<file path="src/rtl/pc_stack_counter.sv">
// pc_stack_counter
// Parameterised program counter with an integrated return-address stack.
// Drives the instruction-memory address bus and is controlled by the
// microcode sequencer. One command is accepted per clock. Priority is
// call > ret > load > incpc. Stack misuse is recorded in two sticky flags,
// ovf and unf, which clr_err clears.

module pc_stack_counter #(
   parameter int WIDTH = 12,
   parameter int DEPTH = 4,
   localparam int SPW  = $clog2(DEPTH) + 1
) (
   input  logic             clk,
   input  logic             rst,
   input  logic [WIDTH-1:0] D,
   input  logic             load,
   input  logic             incpc,
   input  logic             call,
   input  logic             ret,
   input  logic             clr_err,
   output logic [WIDTH-1:0] Q,
   output logic             rco,
   output logic [WIDTH-1:0] tos,
   output logic [SPW-1:0]   sp,
   output logic             empty,
   output logic             full,
   output logic             ovf,
   output logic             unf
);

   // The decoded command for the current cycle, after priority resolution
   typedef enum logic [2:0] {
      CMD_NONE,
      CMD_CALL,
      CMD_RET,
      CMD_LOAD,
      CMD_INC
   } cmd_e;

   cmd_e cmd;

   logic [WIDTH-1:0] pc_q, pc_d;
   logic [WIDTH-1:0] pc_plus_one;
   logic [WIDTH-1:0] stack_q [DEPTH];
   logic [WIDTH-1:0] stack_d [DEPTH];
   logic [SPW-1:0]   sp_q, sp_d;
   logic             ovf_q, ovf_d;
   logic             unf_q, unf_d;

   // The push slot is the low bits of sp. A push never happens when full,
   // so the MSB of sp is not needed there. The top slot is sp-1 taken in
   // the same low bits. When sp == DEPTH the low bits are zero, and the
   // subtraction wraps to DEPTH-1, which is the correct top entry.
   logic [SPW-2:0]   push_idx;
   logic [SPW-2:0]   top_idx;
   logic             is_empty;
   logic             is_full;
   logic             ovf_set;
   logic             unf_set;

   assign pc_plus_one = pc_q + WIDTH'(1);
   assign push_idx    = sp_q[SPW-2:0];
   assign top_idx     = sp_q[SPW-2:0] - (SPW-1)'(1);
   assign is_empty    = (sp_q == '0);
   assign is_full     = (sp_q == SPW'(DEPTH));

   // Resolve the fixed command priority so that only one action is taken
   always_comb begin
      cmd = CMD_NONE;
      if (call) begin
         cmd = CMD_CALL;
      end else if (ret) begin
         cmd = CMD_RET;
      end else if (load) begin
         cmd = CMD_LOAD;
      end else if (incpc) begin
         cmd = CMD_INC;
      end
   end

   // Compute the next PC, the next stack contents and the next stack pointer
   always_comb begin
      pc_d    = pc_q;
      stack_d = stack_q;
      sp_d    = sp_q;
      ovf_set = 1'b0;
      unf_set = 1'b0;
      unique case (cmd)
         CMD_CALL: begin
            pc_d = D;
            if (is_full) begin
               ovf_set = 1'b1;
            end else begin
               stack_d[push_idx] = pc_plus_one;
               sp_d              = sp_q + SPW'(1);
            end
         end
         CMD_RET: begin
            if (is_empty) begin
               unf_set = 1'b1;
            end else begin
               pc_d = stack_q[top_idx];
               sp_d = sp_q - SPW'(1);
            end
         end
         CMD_LOAD: begin
            pc_d = D;
         end
         CMD_INC: begin
            pc_d = pc_plus_one;
         end
         default: begin
            pc_d = pc_q;
         end
      endcase
   end

   // Sticky error flags: a new error in the same cycle wins over clr_err
   always_comb begin
      ovf_d = (ovf_q & ~clr_err) | ovf_set;
      unf_d = (unf_q & ~clr_err) | unf_set;
   end

   // State registers. Asynchronous reset clears the PC, the stack and the flags.
   always_ff @(posedge clk or negedge rst) begin
      if (!rst) begin
         pc_q  <= '0;
         sp_q  <= '0;
         ovf_q <= 1'b0;
         unf_q <= 1'b0;
         for (int i = 0; i < DEPTH; i++) begin
            stack_q[i] <= '0;
         end
      end else begin
         pc_q  <= pc_d;
         sp_q  <= sp_d;
         ovf_q <= ovf_d;
         unf_q <= unf_d;
         for (int i = 0; i < DEPTH; i++) begin
            stack_q[i] <= stack_d[i];
         end
      end
   end

   assign Q     = pc_q;
   assign rco   = incpc & (&pc_q);
   assign tos   = is_empty ? '0 : stack_q[top_idx];
   assign sp    = sp_q;
   assign empty = is_empty;
   assign full  = is_full;
   assign ovf   = ovf_q;
   assign unf   = unf_q;

endmodule

</file>
<file path="config.mk">
export PLATFORM = sky130hd
export DESIGN_NAME = pc_stack_counter
export DESIGN_NICKNAME = d
export VERILOG_FILES = /design/src/rtl/pc_stack_counter.sv
export SDC_FILE = /design/constraint.sdc
export NUM_CORES = 1
export LEC_CHECK = 0
export CORE_ASPECT_RATIO = 1.1
export CORE_MARGIN = 2
export CORE_UTILIZATION = 46
export DETAILED_ROUTE_END_ITERATION = 12
export PLACE_DENSITY = 0.7
export SLEW_MARGIN = 20
export SYNTH_ARGS = -nofsm -noshare
export SYNTH_HDL_FRONTEND = slang
export SYNTH_SLANG_ARGS = --single-unit
</file>
<file path="constraint.sdc">
create_clock -name clk -period 3.35 [get_ports clk]
set_clock_uncertainty 0.05 [all_clocks]
set_input_delay 1.005 -clock clk [delete_from_list [all_inputs] [get_ports clk]]
set_output_delay 1.005 -clock clk [all_outputs]
set_load 0.1 [all_outputs]
</file>
======== After elaboration in Yosys (flattened, before gate mapping) ========
Cells that the tools add are included.
operators by class
  add/sub/neg operators ................... 4
  order comparisons ....................... 3
  equal/unequal tests ..................... 7
  muxes and demuxes ....................... 20
  bitwise logic cells ..................... 9
  reduce and logical (&&, ||, !) cells .... 9
operators by type and width
  operator                 count
  $mux W12                 5
  $bwmux W48               1
  $pmux W12 S3             1
  $bmux W12 S2             1
  $demux W12 S2            1
  $mux W3                  6
  $add A12 B1 Y12 const B  1
  $reduce_and A12 Y1       1
  $eq A3 B2 Y1 const B     2
  $eq A3 B3 Y1 const B     2
  $ge A3 B3 Y1 const B     2
  $not A2 Y3               2
  $pmux W3 S2              1
  $mux W1                  4
  $ne A2 B2 Y1 const B     2
  $reduce_and A2 Y1        2
  $add A3 B1 Y3 const B    1
  $and A1 B1 Y1            3
  $eq A3 B1 Y1 const B     1
  $logic_not A3 Y1         1
  $lt A3 B1 Y1 const B     1
  $reduce_and A3 Y1        1
  $reduce_bool A3 Y1       1
  $sub A3 B1 Y3 const B    1
  other kinds (6)          8
word-level totals
  register bits ........................... 65
  output and inout port bits .............. 32

======== Longest topological paths before layout ========
  depth in word-level cells ............... 8
  mapped depth ............................ 9
  depth with buffers taken out ............ 7

======== Worst setup path after synthesis ========
No wires, ideal clock.
  kind .................................... flip-flop to output port
  from .................................... register pc_q[0], in the netlist Q[0]
  to ...................................... output port rco
  arrival time ............................ 4.530 ns
  data required time ...................... 2.295 ns
  slack ................................... -2.235 ns
  cell stages (with the launch flop) ...... 4
  cell sequence ........................... dfrtp_1 > ha_1 > nand3_1 > nor4_1
on the way
  word-level cells in the longest chain between the ends .. 2
RTL lines
  what                    RTL line  RTL
  start, declared         42        logic [WIDTH-1:0] pc_q, pc_d;
  start signal, assigned  135       pc_q <= pc_d;
  $reduce_and A12 Y1      146       assign rco = incpc & (&pc_q);
  $and A1 B1 Y1           146
  end, declared           22        output logic rco,
Every way passes these cells.

======== Worst setup path after layout ========
  from .................................... register sp_q[1], in the netlist sp[1]
  to ...................................... output port tos[7]
on the way
  word-level cells in the longest chain between the ends .. 6
  elaborated cells between the ends (all ways) .. 7
RTL lines
  what                                          RTL line  RTL
  start, declared                               46        logic [SPW-1:0] sp_q, sp_d;
  start signal, assigned                        136       sp_q <= sp_d;
  $sub A2 B1 Y2                                 63        assign top_idx = sp_q[SPW-2:0] - (SPW-1)'(1);
  $not A2 Y3 (not written as such)              147       assign tos = is_empty ? '0 : stack_q[top_idx];
  $bmux W12 S2                                  147
  $mux W12 (not written as such) (2 in series)  147
  $mux W12 *                                    147
  end, declared                                 23        output logic [WIDTH-1:0] tos,
Every way passes the cells marked *; elsewhere a longest branch is shown, timed or not. The select of a mux whose other input is x is not followed.

==> out/metrics.yaml <==
synthesis:
  seq_area_frac_synth: 0.497
  synth_top_area_frac: 0.497
  synthCells: 322
  synthArstFlopShare: 1.00
  synth_top_family_by_area: "compound AO/OA/AOI/OAI gates"
  synth_area_leader_cell: "dfrtp_1"
  netlist_area_sq_um: 3270
  synth_nets: 347
  yosys-top-cells-area: "dfrtp_1, o21ai_0, mux4_2"
  avgSynthCellArea_sq_um: 10.2
  ys_ff_latch: 65
  synth_compound_area_frac: 0.173
  synthAdderAreaFrac: 0.0230
  synth_ff_type: "dfrtp_1"
  synthXorXnorAreaFrac: 0.0268
  synthMuxAreaShare: 0.0998
  yosysWarnings: 0
  synth_edf_count: 0
  synth-simple-area-share: 0.146
  synth_cell_types: 40
global_route:
  grt_pass1_wl_mm: 13.2
  grt.overflow.total: 0
  antenna_found_initial: 0
  grt_pass1_vias: 2534
  grt_max_degree: 43
  grt_usage: 0.217
layout:
  n_fill_cell: 582
  drive_above_1_share: 0.272
  num_antenna_cells: 0
  mostFrequentLayoutCells: "dfrtp_1, nand2_1, o21ai_0, buf_4, nor2_1"
  ff_latch_area_sq_um: 1650
  multiInputGateArea_sq_um: 1560
  finalInstanceArea_sq_um: 4250
  syn_to_final_growth_pct: 30.0
  stdcell_count: 468
  nets: 403
sta:
  period_needed_ns: 3.21
  period_share: 0.957
  rsz0062_at_grt: "false"
  worst_slack_ns: 0.145
  finalHoldViolations: 0
  relSlewSlack: 0.631
  tightest_slew_ns: 0.554
  fmax_mhz: 312
  fin_setup_tns_ns: 0
  finalSetupViolations: 0
  finalMaxSlewViolations: 0
cts:
  cts_setup_buffers: 0
  clk_latency_ns: 0.35
  numCtsBuffers: 9
  path_clk_slew_ns: 0.07
  cts_resized: 0
  clock_path_buffers: 2
  clockRootBuffer: "clkbuf_8"
  hold_buffers: 0
  htreeDepth: 3
  numClockSinks: 65
  cts_tree: "yes"
routing:
  wl_mm: 7.97
  drt_iter0_markers: 165
  avgRoutedWirePerCell_um: 17.0
  first_pass_iters: 4
  vias: 2636
  drc_errors: 0
  via_per_inst: 5.63
  ant_nets: 0
setup_path:
  cp_data_required_time_ns: 2.29
  crit_path_start_kind: "flop"
  cp.arrival_ns: 2.15
  critical_path_class: "flop to output pin"
  end_kind: "output pin"
  crit_fanout: 9
floorplanning:
  ioPinCount: 51
  num_rows: 32
  fp.coreArea_sq_um: 6970
  die-area_sq_um: 7800
  initial_core_util: 0.469
  die_h_um: 92.4
  die_w_um: 84.4
outcome:
  status: "complete, no violations"
placed_design:
  io_buffers: 50
  postPlaceCellArea_sq_um: 4050
  dp.cells: 452
  dpl.hpwl_mm: 5.75
  place_ws_ns: 0.168
  gp_congestion: 0.777
hold_path:
  hold_class: "flop to flop"
flow_run:
  max_cap_violations: 0
-- synth_stat cells, types with 3 or more instances --
| cell | n |
|---|---|
| dfrtp_1 | 65 |
| clkbuf_1 | 14 |
| a221oi_1 | 9 |
| o22ai_1 | 4 |
| ha_1 | 6 |
| mux4_2 | 9 |
| a21oi_1 | 11 |
| xnor2_1 | 9 |
| nand3_1 | 5 |
| mux4_1 | 3 |
| a22o_1 | 3 |
| nor2_1 | 18 |
| inv_1 | 8 |
| mux2_2 | 4 |
| and2_1 | 12 |
| nand2_1 | 52 |
| nor3_1 | 7 |
| buf_2 | 4 |
| o21ai_0 | 52 |
-- cell type report --
cell class,instances,share of cell area
clock buffers,9,0.0291
clock inverters,7,0.0185
inverters,8,0.00706
multi-input cells,230,0.367
flip-flops and latches,65,0.387
well taps,85,0.0250
repair buffers,64,0.167
-- cells by family (layout without fill, tap and decap cells) --
logic type               count (synthesis)  in the layout
flip-flops                              65             65
adder cells (fa/ha/maj)                  6              6
AO/OA/AOI/OAI                           93             93
AND/OR/NAND/NOR                        105            105
buffers and inverters                   27             88
XOR/XNOR                                10             10
multiplexers                            16             16
-- sequential cells by signal, summed over array words and instances, names as in the netlist --
register / cells
Q: 12
ovf: 1
stack_q: 48
sp: 3
unf: 1
-- worst max-delay path, stage by stage (launching register included) --
cell and delay (ns):
dfrtp_2 0.47, inv_1 0.09, ha_1 0.30, buf_4 0.17
mux4_1 0.36, and2_2 0.25, buf_12 0.16
-- per-layer routing --
layer / GRT usage / vias up / routed length (um)
met1: 0.314 / 1298 / 3760
met5: 0 / - / 0
li1: - / 1264 / -
met4: 0.0899 / 0 / 171
met2: 0.327 / 59 / 3740
met3: 0.0348 / 15 / 304
-- through the flow --
stage	hold WS (ns)	util
after floorplan	0.392	-
after CTS	0.434	0.610
after global routing	0.455	0.610
final	0.430	0.610
after global placement	0.405	0.581
after detailed placement	0.417	0.581
-- path summary, 6_finish.rpt --
kind / from / end / slack [ns] / cells after the start
min in group asynchronous: rst / stack_q[37]$_DFFE_PN0P_ / 0.67 / 2
worst min-delay path: stack_q[27]$_DFFE_PN0P_ / stack_q[27]$_DFFE_PN0P_ / 0.43 / 2
max in group asynchronous: rst / stack_q[4]$_DFFE_PN0P_ / 1.85 / 3
worst max-delay path: sp[1]$_DFFE_PN0P_ / tos[7] / 0.14 / 6
worst max register to register: sp[0]$_DFFE_PN0P_ / stack_q[39]$_DFFE_PN0P_ / 1.06 / 8
worst min register to register: stack_q[27]$_DFFE_PN0P_ / stack_q[27]$_DFFE_PN0P_ / 0.43 / 2
Power is not shown: default switching activity piles up to over one toggle a cycle in this logic, so the estimate is an artifact.
